## src/rtl/spi_flash_pkg.sv

```systemverilog
// rtl/spi_flash_pkg.sv - shared constants and types for the SPI flash read path
package spi_flash_pkg;

  localparam logic [7:0] CMD_READ   = 8'h03;
  localparam int         CMD_BITS   = 8;
  localparam int         ADDR_BITS  = 24;
  localparam int         DATA_BITS  = 32;
  localparam int         FRAME_BITS = CMD_BITS + ADDR_BITS + DATA_BITS;

  typedef enum logic [1:0] {
    IDLE,
    SHIFT,
    HOLD,
    GAP
  } state_e;

  // Bytes arrive first-byte-first; the first byte belongs in the low lane.
  function automatic logic [DATA_BITS-1:0] le_word(input logic [DATA_BITS-1:0] rx);
    return {rx[7:0], rx[15:8], rx[23:16], rx[31:24]};
  endfunction

endpackage

```

## src/rtl/spi_bit_engine.sv

```systemverilog
// rtl/spi_bit_engine.sv - SCK divider plus 64-bit MOSI/MISO shifter for one READ frame
// start loads the frame; done marks the edge that completes the 64th SCK fall.
module spi_bit_engine
  import spi_flash_pkg::*;
#(
  parameter int CLK_DIV = 2
) (
  input  logic                 clk,
  input  logic                 rst,
  input  logic                 start,
  input  logic [ADDR_BITS-1:0] addr,
  input  logic                 miso,
  output logic                 sck,
  output logic                 mosi,
  output logic                 done,
  output logic [DATA_BITS-1:0] rx_data
);

  localparam logic [15:0] DIV_LAST = 16'(CLK_DIV - 1);
  localparam logic [6:0]  BIT_LAST = 7'(FRAME_BITS - 1);

  logic                  active_q, active_d;
  logic [15:0]           div_q, div_d;
  logic                  sck_q, sck_d;
  logic [6:0]            bit_q, bit_d;
  logic [FRAME_BITS-1:0] tx_q, tx_d;
  logic [DATA_BITS-1:0]  rx_q, rx_d;
  logic                  done_c;
  logic                  tick;

  assign tick = active_q && (div_q == DIV_LAST);

  always_comb begin
    active_d = active_q;
    div_d    = div_q;
    sck_d    = sck_q;
    bit_d    = bit_q;
    tx_d     = tx_q;
    rx_d     = rx_q;
    done_c   = 1'b0;
    if (start) begin
      active_d = 1'b1;
      div_d    = '0;
      sck_d    = 1'b0;
      bit_d    = '0;
      tx_d     = {CMD_READ, addr, {DATA_BITS{1'b0}}};
    end else if (active_q) begin
      if (tick) begin
        div_d = '0;
        sck_d = ~sck_q;
        if (!sck_q) begin
          // Sample in the cycle SCK rises; only the final 32 samples survive.
          rx_d = {rx_q[DATA_BITS-2:0], miso};
        end else begin
          // Zeros shift in behind the header, so MOSI idles low afterwards.
          tx_d  = {tx_q[FRAME_BITS-2:0], 1'b0};
          bit_d = bit_q + 7'd1;
          if (bit_q == BIT_LAST) begin
            active_d = 1'b0;
            done_c   = 1'b1;
          end
        end
      end else begin
        div_d = div_q + 16'd1;
      end
    end
  end

  always_ff @(posedge clk or posedge rst) begin
    if (rst) begin
      active_q <= 1'b0;
      div_q    <= '0;
      sck_q    <= 1'b0;
      bit_q    <= '0;
      tx_q     <= '0;
      rx_q     <= '0;
    end else begin
      active_q <= active_d;
      div_q    <= div_d;
      sck_q    <= sck_d;
      bit_q    <= bit_d;
      tx_q     <= tx_d;
      rx_q     <= rx_d;
    end
  end

  assign sck     = sck_q;
  assign mosi    = tx_q[FRAME_BITS-1];
  assign done    = done_c;
  assign rx_data = rx_q;

endmodule

```

## src/rtl/spi_flash_read_arbiter.sv

```systemverilog
// rtl/spi_flash_read_arbiter.sv - round-robin share of the boot SPI NOR between fetch and data ports
// One READ (0x03) word per grant; arbitration only happens in IDLE.
module spi_flash_read_arbiter
  import spi_flash_pkg::*;
#(
  parameter int CLK_DIV = 2,
  parameter int CS_GAP  = 4
) (
  input  logic        clk,
  input  logic        rst,
  input  logic        m0_req,
  input  logic [24:0] m0_addr,
  output logic        m0_ready,
  output logic [31:0] m0_rdata,
  input  logic        m1_req,
  input  logic [24:0] m1_addr,
  output logic        m1_ready,
  output logic [31:0] m1_rdata,
  output logic        busy,
  output logic [1:0]  spi_cs,
  output logic        spi_clk,
  output logic        spi_mosi,
  input  logic        spi_miso
);

  localparam logic [15:0] HOLD_LAST = 16'(CLK_DIV - 1);
  localparam logic [15:0] GAP_LAST  = 16'(CS_GAP - 1);

  state_e      state_q, state_d;
  logic        last_q, last_d;
  logic        port_q, port_d;
  logic [1:0]  cs_q, cs_d;
  logic [15:0] cnt_q, cnt_d;
  logic        busy_q, busy_d;
  logic        m0_ready_q, m0_ready_d;
  logic        m1_ready_q, m1_ready_d;
  logic [31:0] m0_rdata_q, m0_rdata_d;
  logic [31:0] m1_rdata_q, m1_rdata_d;

  logic                 grant0;
  logic                 grant1;
  logic                 start;
  logic [24:0]          sel_addr;
  logic                 eng_done;
  logic [DATA_BITS-1:0] eng_rx;

  // last_q == 1 means port 1 was served last, so port 0 has priority.
  assign grant0   = m0_req && (!m1_req || last_q);
  assign grant1   = m1_req && !grant0;
  assign start    = (state_q == IDLE) && (grant0 || grant1);
  assign sel_addr = grant0 ? m0_addr : m1_addr;

  spi_bit_engine #(
    .CLK_DIV(CLK_DIV)
  ) u_engine (
    .clk     (clk),
    .rst     (rst),
    .start   (start),
    .addr    (sel_addr[ADDR_BITS-1:0]),
    .miso    (spi_miso),
    .sck     (spi_clk),
    .mosi    (spi_mosi),
    .done    (eng_done),
    .rx_data (eng_rx)
  );

  always_comb begin
    state_d    = state_q;
    last_d     = last_q;
    port_d     = port_q;
    cs_d       = cs_q;
    cnt_d      = cnt_q;
    m0_ready_d = 1'b0;
    m1_ready_d = 1'b0;
    m0_rdata_d = m0_rdata_q;
    m1_rdata_d = m1_rdata_q;
    case (state_q)
      IDLE: begin
        if (start) begin
          state_d = SHIFT;
          port_d  = grant1;
          last_d  = grant1;
          cs_d    = sel_addr[24] ? 2'b01 : 2'b10;
        end
      end
      SHIFT: begin
        if (eng_done) begin
          state_d = HOLD;
          cnt_d   = '0;
        end
      end
      HOLD: begin
        if (cnt_q == HOLD_LAST) begin
          state_d = GAP;
          cnt_d   = '0;
          cs_d    = 2'b11;
          if (port_q) begin
            m1_ready_d = 1'b1;
            m1_rdata_d = le_word(eng_rx);
          end else begin
            m0_ready_d = 1'b1;
            m0_rdata_d = le_word(eng_rx);
          end
        end else begin
          cnt_d = cnt_q + 16'd1;
        end
      end
      GAP: begin
        if (cnt_q == GAP_LAST) begin
          state_d = IDLE;
        end else begin
          cnt_d = cnt_q + 16'd1;
        end
      end
      default: state_d = IDLE;
    endcase
    busy_d = (state_d != IDLE);
  end

  always_ff @(posedge clk or posedge rst) begin
    if (rst) begin
      state_q    <= IDLE;
      last_q     <= 1'b1;
      port_q     <= 1'b0;
      cs_q       <= 2'b11;
      cnt_q      <= '0;
      busy_q     <= 1'b0;
      m0_ready_q <= 1'b0;
      m1_ready_q <= 1'b0;
      m0_rdata_q <= '0;
      m1_rdata_q <= '0;
    end else begin
      state_q    <= state_d;
      last_q     <= last_d;
      port_q     <= port_d;
      cs_q       <= cs_d;
      cnt_q      <= cnt_d;
      busy_q     <= busy_d;
      m0_ready_q <= m0_ready_d;
      m1_ready_q <= m1_ready_d;
      m0_rdata_q <= m0_rdata_d;
      m1_rdata_q <= m1_rdata_d;
    end
  end

  assign spi_cs   = cs_q;
  assign busy     = busy_q;
  assign m0_ready = m0_ready_q;
  assign m1_ready = m1_ready_q;
  assign m0_rdata = m0_rdata_q;
  assign m1_rdata = m1_rdata_q;

endmodule

```

## config.mk

```make
export PLATFORM = sky130hd
export DESIGN_NAME = spi_flash_read_arbiter
export DESIGN_NICKNAME = d
export VERILOG_FILES = /design/src/rtl/spi_flash_pkg.sv /design/src/rtl/spi_bit_engine.sv /design/src/rtl/spi_flash_read_arbiter.sv
export SDC_FILE = /design/constraint.sdc
export NUM_CORES = 1
export LEC_CHECK = 0
export ABC_AREA = 0
export CAP_MARGIN = 15
export CORE_MARGIN = 8
export CORE_UTILIZATION = 40
export CTS_CLUSTER_SIZE = 20
export DETAILED_ROUTE_END_ITERATION = 8
export SLEW_MARGIN = 20
export SYNTH_ARGS = -nofsm -noshare
export SYNTH_HDL_FRONTEND = slang
export SYNTH_SLANG_ARGS = --single-unit
```

## constraint.sdc

```tcl
create_clock -name clk -period 12.65 [get_ports clk]
set_input_delay 1.8975 -clock clk [delete_from_list [all_inputs] [get_ports clk]]
set_output_delay 1.8975 -clock clk [all_outputs]
set_load 0.005 [all_outputs]
```

==> results of run 1 <==
[power breakdown]
group          total, uW  switching, uW  internal, uW
combinational        245            132           113
clock                489            232           258
sequential           710           60.8           650
total               1440            424          1020
[cell usage after synthesis (3+ instances only)]
master,count
sky130_fd_sc_hd__a21oi_1,23
sky130_fd_sc_hd__a31oi_1,34
sky130_fd_sc_hd__a41oi_1,3
sky130_fd_sc_hd__and2_1,6
sky130_fd_sc_hd__and3_1,24
sky130_fd_sc_hd__buf_2,8
sky130_fd_sc_hd__buf_6,8
sky130_fd_sc_hd__clkbuf_1,22
sky130_fd_sc_hd__dfrtp_1,175
sky130_fd_sc_hd__dfstp_2,3
sky130_fd_sc_hd__ha_1,5
sky130_fd_sc_hd__inv_1,8
sky130_fd_sc_hd__mux2_1,14
sky130_fd_sc_hd__mux2_2,82
sky130_fd_sc_hd__mux2i_1,3
sky130_fd_sc_hd__nand2_1,134
sky130_fd_sc_hd__nand3_1,14
sky130_fd_sc_hd__nand4_1,8
sky130_fd_sc_hd__nor2_1,31
sky130_fd_sc_hd__nor3_1,6
sky130_fd_sc_hd__nor4_1,7
sky130_fd_sc_hd__nor4b_1,3
sky130_fd_sc_hd__o21a_1,3
sky130_fd_sc_hd__o21ai_0,15
sky130_fd_sc_hd__or4_1,5
sky130_fd_sc_hd__xnor2_1,12
sky130_fd_sc_hd__xor2_1,7
[per-layer routing]
layer | track usage | routed length, um
met5 | 0 | 0
met1 | 0.179 | 7760
met4 | 0.0508 | 236
met3 | 0.0378 | 895
met2 | 0.241 | 8610
[through the flow]
| step | setup WS [ns] | instances | hold WS [ns] | instance area [um2] |
|---|---|---|---|---|
| 2_1_floorplan | 5.93 | 699 | 0.453 | 7930 |
| 3_3_place_gp | 8.49 | 1057 | 0.468 | 9350 |
| 3_5_place_dp | 8.41 | 1057 | 0.478 | 9350 |
| 4_1_cts | 8.87 | 1089 | 0.493 | 9900 |
| 5_1_grt | 8.68 | 1089 | 0.508 | 9910 |
| 6_report | 8.82 | 1089 | 0.485 | 9910 |
[final cells by class]
class	instances	area, um2
Sequential cell	178	4460
Tap cell	265	332
Clock inverter	14	121
Clock buffer	18	429
Timing Repair Buffer	131	1300
Inverter	8	35.0
Fill cell	1749	9550
Multi-Input combinational cell	475	3230
[worst min-delay path by stage]
stage	to	slack, ns	cells past startpoint
global placement	m0_rdata[13]$_DFFE_PP0P_	0.47	1
CTS	m0_rdata[5]$_DFFE_PP0P_	0.49	1
floorplan	cnt_q[15]$_DFFE_PP0P_	0.45	1
detailed placement	m0_rdata[5]$_DFFE_PP0P_	0.48	1
global route	m1_rdata[24]$_DFFE_PP0P_	0.51	1
finish	m0_rdata[5]$_DFFE_PP0P_	0.48	1
[kinds of logic after synthesis]
logic type / count (synthesis) / share of synthesized area
multiplexers: 99 / 0.140
AO/OA/AOI/OAI: 91 / 0.0737
flip-flops: 178 / 0.562
adder cells (fa/ha/maj): 5 / 0.00789
buffers and inverters: 46 / 0.0306
XOR/XNOR: 19 / 0.0210
AND/OR/NAND/NOR: 261 / 0.165
[sequential cells by signal (all words and copies together), names as in the netlist]
| register | cells |
|---|---|
| m0_rdata | 32 |
| m1_rdata | 32 |
| u_engine.rx_data | 32 |
| u_engine.tx_q | 32 |
| cnt_q | 16 |
| u_engine.div_q | 16 |
| u_engine.bit_q | 7 |
| spi_cs | 2 |
| state_q | 2 |
| busy | 1 |
| last_q | 1 |
| m0_ready | 1 |
| m1_ready | 1 |
| port_q | 1 |
| u_engine.active_q | 1 |
| u_engine.sck | 1 |
==> results by stage, run 1 <==
Synthesis:
- The share of the Yosys chip area taken by registers is 0.562.
- Counting flops and latches in the post-synthesis netlist gives 178.
- In the synthesized netlist, the number of instances is 699.
- Of all flip-flops after synthesis, the portion carrying an async set or reset was 1.00.
- The distinct cell type count after synthesis is 55.
- The cell area that synthesis handed to floorplanning was 0.00793 mm2.
- Synthesis produced a netlist with a net count of 759.
- By area the synthesized netlist is led by sky130_fd_sc_hd__dfrtp_1 55%, sky130_fd_sc_hd__mux2_2 12%, sky130_fd_sc_hd__nand2_1 6.3%.
- The mean area per synthesized cell is 11.3 um2.
- The count of flip-flops with a built-in enable after synthesis is 0.
- The share of Yosys cell area claimed by the top area cell type is 0.552.
- The synthesis warning total is 0.
- Among all flip-flop cells after synthesis, the most frequent one is sky130_fd_sc_hd__dfrtp_1.
- The largest total area in the synthesized netlist belongs to sky130_fd_sc_hd__dfrtp_1.

Setup path:
- STA puts the critical path data required time at roughly 13 ns.
- The category of the most critical setup path is input pin to register.
- The number of cells on the critical path is 5.
- Traced cell by cell, the critical path runs through clkdlybuf4s50_1 > or2_2 > nand2_1 > nand2b_1 > a21oi_1.
- The startpoint type of the worst setup path is an input pin.
- The total buffers and inverters traversed by the critical path is 1.
- The launching instance or port of the critical path is m1_req.
- Of all nets on the critical path, the largest fanout is 30.
- The largest individual stage delay along the critical path comes from the cell sky130_fd_sc_hd__nand2_1.
- The worst setup path is captured at a register.
- The kind of cell adding the most delay to the critical path is simple AND/OR/NAND/NOR gates.
- The largest single stage delay on the critical path is 0.75 ns.
- The endpoint of the worst register-to-register path is m0_rdata[9]$_DFFE_PP0P_.
- The number of cells on the worst reg-to-reg path is 5.
- In this run the register-to-register setup slack is 9.53 ns.
- The launch point of the worst reg-to-reg path is cnt_q[8]$_DFFE_PP0P_.
- The capture point of the critical path is u_engine.div_q[3]$_DFFE_PP0P_.
- For the worst setup path, the data arrival time is 4.16 ns.

Power and ir drop:
- The sum of internal, switching and leakage power is 1440 uW.
- The total power per unit cell area is 146 mW/mm2.
- The leakage power total is 0.00455 uW.
- Across the VDD grid, the largest voltage drop is 0.0847 mV.

GRT:
- The maximum number of pins on one net before global-route repair is 98.
- Global routing finished with a remaining overflow of 0.
- The initial antenna violation count is 0.
- The first-pass GRT wire length is around 29 mm.
- The via count of the first global-routing pass came to 5703.
- The total global-route track usage is 0.145.

Timing:
- The maximum frequency from static timing analysis is between 0.2 and 0.3 GHz.
- Setup repair after global routing left no endpoint under its margin.
- For the pin with the worst max-slew slack, the measured transition is 1.01 ns.
- For the final routed database, the setup TNS stands at 0 ns.
- The final max-slew violation count is 0.
- The max-slew headroom at the worst pin is 0.323.
- The final hold violation count is 0.
- Setup violations remaining at the end of the flow were counted as 0.
- The worst path in the final design needs a cycle of about 3.8 ns, including I/O delays and setup.
- The clock arrives with 0.00950 ns of skew.
- The portion of the clock cycle consumed by the worst path in the final layout is 0.302.

Run status:
- The flow ran to the end, and the final reports show no timing, DRC or antenna violations.

Die:
- 126 I/O pins were placed.
- The die extent in y is about 160 um.
- The standard cell core area is a little under 0.02 mm2.
- The die covers 0.0246 mm2.
- The initial standard-cell utilization of the core is 0.408.
- The horizontal die dimension is 157 um.
- The number of cell rows is 51.

CTS:
- Clock-pin slew was measured on the worst setup and hold paths at 0.07 ns.
- For this design, the CTS-stage hold fixing added 0 buffers.
- CTS placed an instance of sky130_fd_sc_hd__clkbuf_16 at the clock tree root.
- The clock sink count is 178.
- The number of cells upsized or downsized after cts is 0.
- The H-tree generated during clock tree synthesis spans 4 levels.
- The number of clock buffers added by TritonCTS is 17.
- The buffer count from post-CTS setup fixing is 0.
- The clock latency on the worst-skew pair is 0.42 ns.
- TritonCTS built the clock tree.
- The maximum count of clock buffers along a single path is 2.

Cells and area:
- In the final layout, the share of cells above drive strength 1 is 0.166.
- The number of antenna diodes in the final layout is 0.
- The layout net count is slightly below 900.
- The final design utilization is 0.509.
- From synthesis to final layout, the design area changed by 24.9%.
- In the layout the commonest cells are 175 x sky130_fd_sc_hd__dfrtp_1, 133 x sky130_fd_sc_hd__nand2_1, 125 x sky130_fd_sc_hd__clkdlybuf4s50_1.
- The most common cell after layout, fill and taps aside is sky130_fd_sc_hd__dfrtp_1.

Routing:
- Wires add up to 17.5 mm.
- The final antenna-violating net count is 0.
- In the final routed layout, each cell accounts on average for 16.1 um.
- The number of DRC violations after detailed-routing iteration 0 is around 370.
- The number of remaining DRC errors is 0.
- The routed layout has 5668 vias.
- The first detailed-routing pass ran for 4 iterations.
- After detailed routing, the number of vias per cell comes to 5.20.

Job:
- The tool flagged a number of max-cap violations equal to 0.

Placed design:
- The sum of net half-perimeters after detailed placement is 12.2 mm.
- The routability congestion estimate is 0.815.
- The number of buffers inserted by port buffering is 125.

Min path:
- The startpoint identified for the worst hold timing path is m0_rdata[5]$_DFFE_PP0P_.
- The tightest min-delay check is of the register to register type.
(Power assumes the default switching activity.)
==> run 2: changes to the inputs <==
==> constraint.sdc (replaced) <==
create_clock -name clk -period 3.4 [get_ports clk]
set_input_delay 0.51 -clock clk [delete_from_list [all_inputs] [get_ports clk]]
set_output_delay 0.51 -clock clk [all_outputs]
set_load 0.005 [all_outputs]
==> results by stage, run 2 (synthesis gave the netlist of run 1 again) <==
Run status:
- The flow ran to the end, and the final reports show no timing, DRC or antenna violations.

CTS:
- Counting the buffers created by CTS gives 17.
- At the later pin of the worst-skew pair, clock insertion delay measures 0.42 ns.
- The clock sink count is approximately 180.
- The CTS tree is done.
- In this run the deepest clock path goes through 2 buffers.
- The root buffer cell chosen for the clock tree is sky130_fd_sc_hd__clkbuf_16.
- The clock-pin slew of the registers on the worst-case setup and hold paths is 0.07 ns.
- The number of cells upsized or downsized after cts is 0.
- Once the clock tree was built, the setup fixing pass inserted 0 buffers.
- The post-cts hold buffer count is 0.
- The number of levels the H-tree was split into is 4.

Placed design:
- Port buffering added ~130 buffers.
- At the placement stage, the worst setup path has a slack of 0.607 ns.
- The sum of net half-perimeters after detailed placement is 12.1 mm.
- After detailed placement, the total cell area comes to 0.00941 mm2.
- Routability-driven placement finished with a final weighted congestion of about 0.80.

Power and ir drop:
- Across the VDD grid, the largest voltage drop is roughly 0.32 mV.
- For this design the ratio of total power to cell area is about 560 mW/mm2.
- The leakage power total is 0.00461 uW.

Die:
- The die is 157 um tall.
- The number of cell rows is 51.
- The horizontal die dimension is 157 um.
- The initial standard-cell utilization of the core is 0.408.
- The die outline area is 0.0246 mm2.
- 126 I/O pins were placed.
- The standard cell core area is 0.0195 mm2.

Routing:
- Dividing the detail-routed wire length by the instance count gives 15.9 um.
- After detailed routing, the number of vias per cell comes to 5.12.
- The total wire length is between 15 and 20 mm.
- In this run, the number of DRC markers left after iteration 0 of detailed routing was 341.
- The number of remaining DRC errors is 0.
- Once detail routing completed, the nets flagged for antenna violations numbered 0.
- The detailed-routing iteration count for the pre-antenna-repair pass is 4.
- Summing over every cut layer, the via total after detailed routing is approximately 5600.

GRT:
- In the global route stage, overall resource usage came out at 0.147.
- The via count of the first global-routing pass was 5772.
- The initial antenna violation count is 0.
- The sum of overflow across all layers after global routing is 0.
- The first-pass GRT wire length is between 20 and 30 mm.
- Entering global routing, the biggest net connects 112 pins.

Timing:
- The max-slew headroom at the worst pin is 0.411.
- The final max-slew violation count came to 0.
- Of the available clock period, the critical path in the final layout requires 0.820.
- Derived from the worst setup path, the maximum achievable clock frequency is 0.359 GHz.
- The final hold violation count is 0.
- The summed negative setup slack over all endpoints is 0 ns.
- Setup slack closes at 0.611 ns.
- Setup repair after global routing left no endpoint under its margin.
- The shortest clock period the worst path allows after layout is 2.79 ns.
- The clock arrives with 0.00744 ns of skew.
- The transition time of the tightest slew-check pin is slightly below 0.9 ns.
- The final number of setup-violating endpoints is 0.
- The final worst hold slack is 0.487 ns.

Cells and area:
- Compared with the post-synthesis result, the final layout area differs by 26.3%.
- The area of the multi-input gates is 0.00324 mm2.
- The antenna cell count is 0.
- The layout net count is 876.
- Of the cells placed in the final design, the portion with a size suffix greater than 1 is 0.172.
- The library cells used most frequently in the layout, excluding fill and tap cells, are 175 x sky130_fd_sc_hd__dfrtp_1, 134 x sky130_fd_sc_hd__nand2_1, 125 x sky130_fd_sc_hd__clkdlybuf4s50_1.
- The flip-flop and latch area is 0.00446 mm2.
- The cell area after layout is about 0.01 mm2.
- The final design utilization is 0.515.
- Leaving out fill and tap cells, the most frequent cell in the layout is sky130_fd_sc_hd__dfrtp_1.
- After filler insertion, the fill cell instance count of the layout stands at 1710.

Setup path:
- The critical-path maximum fanout is 32.
- The required time reported for the critical path endpoint is 3.71 ns.
- The endpoint kind of the worst setup timing path is a register.
- The category of the most critical setup path is register to register.
- Data on the critical path arrives at its endpoint at 3.10 ns.
- The startpoint type of the worst setup path is a register.

Min path:
- The class of the tightest hold or removal check is register to register.

Job:
- The max-cap violation count is 0.
[run 2: cell type report]
class,instances,share of cell area
tap,265,0.0331
clock buffer,20,0.0466
clock inverter,12,0.0144
sequential,178,0.445
timing repair buffer,136,0.134
multi-input combinational,475,0.323
inverter,8,0.00337
[run 2: path summary, 6_finish.rpt]
kind | cells after the start | slack [ns] | start | to
worst max-delay path | 6 | 0.61 | cnt_q[8]$_DFFE_PP0P_ | m0_rdata[7]$_DFFE_PP0P_
worst max register to register | 6 | 0.61 | cnt_q[8]$_DFFE_PP0P_ | m0_rdata[7]$_DFFE_PP0P_
max in group asynchronous | 3 | 2.04 | rst | u_engine.tx_q[53]$_DFFE_PP0P_
min in group asynchronous | 3 | 0.65 | rst | u_engine.rx_data[30]$_DFFE_PP0P_
worst min register to register | 1 | 0.49 | m0_rdata[4]$_DFFE_PP0P_ | m0_rdata[4]$_DFFE_PP0P_
worst min-delay path | 1 | 0.49 | m0_rdata[4]$_DFFE_PP0P_ | m0_rdata[4]$_DFFE_PP0P_
[run 2: layer usage]
metal	routed length, um	vias up	part of all wire	track usage
met1	7710	2753	0.44	0.186
li1	-	2706	-	-
met4	232	0	0.013	0.0485
met2	8540	128	0.49	0.248
met5	0	-	0	0
met3	876	19	0.050	0.0303
[run 2: worst max-delay path, stage by stage, from the launching register on]
cell and delay (ns):
sky130_fd_sc_hd__dfrtp_1 0.45, sky130_fd_sc_hd__or4_4 0.58, sky130_fd_sc_hd__nor4b_4 0.57, sky130_fd_sc_hd__nand3_2 0.17, sky130_fd_sc_hd__nor2_4 0.10, sky130_fd_sc_hd__buf_4 0.38, sky130_fd_sc_hd__mux2_2 0.39
[run 2: through the flow]
stage / power (uW) / cells
final: 5560 / 1094
after global routing: 5890 / 1094
after CTS: 5630 / 1094
after detailed placement: 3620 / 1062
after global placement: 3570 / 1062
after floorplan: 3310 / 699
[run 2: report_power, final]
part | leakage [uW] | switching [uW] | internal [uW]
clock network | 0.000303 | 844 | 1160
logic | 0.00194 | 485 | 426
registers | 0.00237 | 230 | 2420
total | 0.00461 | 1560 | 4000
==> run 3: changes to the inputs <==
==> constraint.sdc (replaced) <==
create_clock -name clk -period 2.7 [get_ports clk]
set_input_delay 0.405 -clock clk [delete_from_list [all_inputs] [get_ports clk]]
set_output_delay 0.405 -clock clk [all_outputs]
set_load 0.005 [all_outputs]
==> results by stage, run 3 (synthesis gave the netlist of run 1 again) <==
Setup path:
- The required time reported for the critical path endpoint is 3.00 ns.
- The endpoint kind of the worst setup timing path is a register.
- Along the worst path, the maximum fanout reaches 8.
- The category of the most critical setup path is register to register.
- The number of cells on the worst reg-to-reg path is 6.
- STA classifies the critical path startpoint as a register.
- The arrival time of data at the critical path endpoint is 2.83 ns.

Routing:
- Using the TritonRoute via totals, the vias-per-cell ratio works out to 5.17.
- The detailed-routing iteration count for the pre-antenna-repair pass is 4.
- The detail route stage leaves a number of antenna-violating nets equal to 0.
- The number of remaining DRC errors is 0.
- The number of DRC violations after detailed-routing iteration 0 is 367.
- The total wire length is 17.5 mm.
- The average routed wire per standard cell is between 15 and 20 um.
- The total number of vias is around 5700.

Timing:
- Setup repair after global routing left no endpoint under its margin.
- The portion of the clock cycle consumed by the worst path in the final layout is 0.937.
- On the final layout, the worst hold slack is 0.272 ns.
- Timing would allow up to 0.395 GHz.
- The clock period could shrink to 2.53 ns.
- Adding up every negative setup slack in the final design gives 0 ns.
- In this run the tightest slew margin relative to its limit is 0.500.
- For the final database, setup skew stands at 0.0121 ns.
- The final max-slew violation count came to 0.
- The final hold violation count is 0.
- For the pin with the worst max-slew slack, the measured transition is between 0.7 and 0.8 ns.
- The final number of setup-violating endpoints is 0.

Cells and area:
- The finished cells cover 0.0101 mm2.
- The library cell used most frequently in the layout, excluding fill and tap cells, is sky130_fd_sc_hd__dfrtp_1.
- Compared with the post-synthesis result, the final layout area differs by 27.3%.
- The antenna cell count is 0.
- The top cell types in the final layout, fill and taps aside, are 175 x sky130_fd_sc_hd__dfrtp_1, 134 x sky130_fd_sc_hd__nand2_1, 125 x sky130_fd_sc_hd__clkdlybuf4s50_1.
- The filler cells instantiated in the layout total 1708.
- The share of final-layout standard cells stronger than drive strength 1 is 0.183.
- The layout net count is slightly below 900.

Placed design:
- During placement, the flow inserted port buffers numbering 125.
- The congestion estimate from routability-driven global placement came to 0.822.
- The post-detailed-placement cell area is 0.00951 mm2.
- The sum of net half-perimeters after detailed placement is 12.4 mm.

GRT:
- Entering global routing, the biggest net connects 79 pins.
- The first global-routing pass estimated between 20 and 30 mm of wire.
- Across every metal layer, demand over resource in global routing totals 0.150.
- The sum of overflow across all layers after global routing is 0.
- The initial antenna violation count is 0.
- The via count of the first global-routing pass is just under 6000.

Power and ir drop:
- Of the total power, the share spent switching nets is 0.297.
- The share of total power dissipated in sequential elements is 0.483.
- The total power per unit cell area is 681 mW/mm2.
- Cell internal power was estimated by the tool at 4840 uW.
- The analysis attributes to cell leakage a power of 0.00465 uW.
- Of the total power, combinational logic draws 0.174.
- The clock power share is 0.342.
- The analysis attributes to net switching a power of 2040 uW.
- The worst-case vdd ir drop is 0.406 mV.

CTS:
- The number of CTS-inserted buffers is 17.
- The maximum count of clock buffers along a single path is 2.
- The number of levels the H-tree was split into is 4.
- TritonCTS built the clock tree.
- The clock sink count is 178.
- The clock-pin slew of the registers on the worst-case setup and hold paths is 0.07 ns.
- At the later pin of the worst-skew pair, clock insertion delay measures 0.43 ns.
- The cell at the root of the clock tree is sky130_fd_sc_hd__clkbuf_16.

Min path:
- The class of the tightest hold or removal check is input pin to asynchronous set/reset pin.

Die:
- The number of placed I/O pins is 126.
- The die extent in y is 157 um.
- Row generation in the floorplan step produced 51 rows.
- The horizontal die dimension is 157 um.
- For this configuration, the core starts out at a cell density of 0.408.
- The die outline area is roughly 0.025 mm2.
- The standard cell core area is slightly below 0.02 mm2.

Run status:
- The flow ran to the end, and the final reports show no timing, DRC or antenna violations.

Job:
- The tool flagged a number of max-cap violations equal to 0.
run 3: cell count changes in the layout (fill, tap and decap cells not counted), moves of 2 or more:
cell / delta
sky130_fd_sc_hd__buf_12: +2
sky130_fd_sc_hd__buf_4: +9
sky130_fd_sc_hd__bufinv_16: -2
sky130_fd_sc_hd__clkbuf_8: -3
sky130_fd_sc_hd__inv_6: -6
sky130_fd_sc_hd__inv_8: +7
run 3: power by group through the flow:
stage | combinational [uW] | sequential, uW | clock [uW]
finish | 1200 | 3320 | 2360
global route | 1370 | 3380 | 2540
CTS | 1210 | 3330 | 2430
detailed placement | 1210 | 3370 | 0
global placement | 1170 | 3360 | 0
floorplan | 887 | 3280 | 0
run 3: critical path, stage by stage (launching register included):
cell and delay (ns):
sky130_fd_sc_hd__dfrtp_1 0.46, sky130_fd_sc_hd__or4_4 0.60, sky130_fd_sc_hd__nor4b_4 0.41, sky130_fd_sc_hd__buf_4 0.21, sky130_fd_sc_hd__a21oi_1 0.23, sky130_fd_sc_hd__a211oi_1 0.38
sky130_fd_sc_hd__o2bb2ai_1 0.12
run 3: area by class of cell:
cell class                      instances  area (um2)  share of cell area
Sequential cell                       178        4460               0.442
Tap cell                              265         332              0.0328
Inverter                                8        33.8             0.00335
Clock buffer                           17         425              0.0421
Multi-Input combinational cell        475        3240               0.321
Timing Repair Buffer                  147        1450               0.144
Clock inverter                         15         148              0.0146
run 3: metrics by stage:
stage | power (uW) | worst slack, ns | std cells | utilization
2_1_floorplan | 4160 | 0.0168 | 699 | -
3_3_place_gp | 4520 | 0.277 | 1073 | 0.489
3_5_place_dp | 4580 | 0.180 | 1073 | 0.489
4_1_cts | 6970 | 0.156 | 1105 | 0.518
5_1_grt | 7290 | 0.0431 | 1105 | 0.519
6_report | 6880 | 0.170 | 1105 | 0.519
run 3: timing repair:
action                                  CTS  global route
buffers inserted                          0             0
hold buffers                              0             0
endpoints found under the setup margin    0             4
resized for setup                         0             1
hold endpoints to repair                  0             0
run 3: worst paths after layout:
path                                         startpoint                               end  slack, ns
max in group asynchronous                           rst  u_engine.rx_data[13]$_DFFE_PP0P_       1.74
worst min-delay path                                rst           m1_rdata[5]$_DFFE_PP0P_       0.27
min in group clk                m0_rdata[5]$_DFFE_PP0P_           m0_rdata[5]$_DFFE_PP0P_       0.49
worst max-delay path               cnt_q[8]$_DFFE_PP0P_              cnt_q[9]$_DFFE_PP0P_       0.17
worst max register to register     cnt_q[8]$_DFFE_PP0P_              cnt_q[9]$_DFFE_PP0P_       0.17
worst min register to register  m0_rdata[5]$_DFFE_PP0P_           m0_rdata[5]$_DFFE_PP0P_       0.49
run 3: per-layer routing:
metal / track usage / vias up / share of wire
li1: - / 2729 / -
met3: 0.0331 / 6 / 0.048
met2: 0.250 / 124 / 0.51
met1: 0.188 / 2858 / 0.44
met4: 0.0531 / 0 / 0.0082
met5: 0 / - / 0
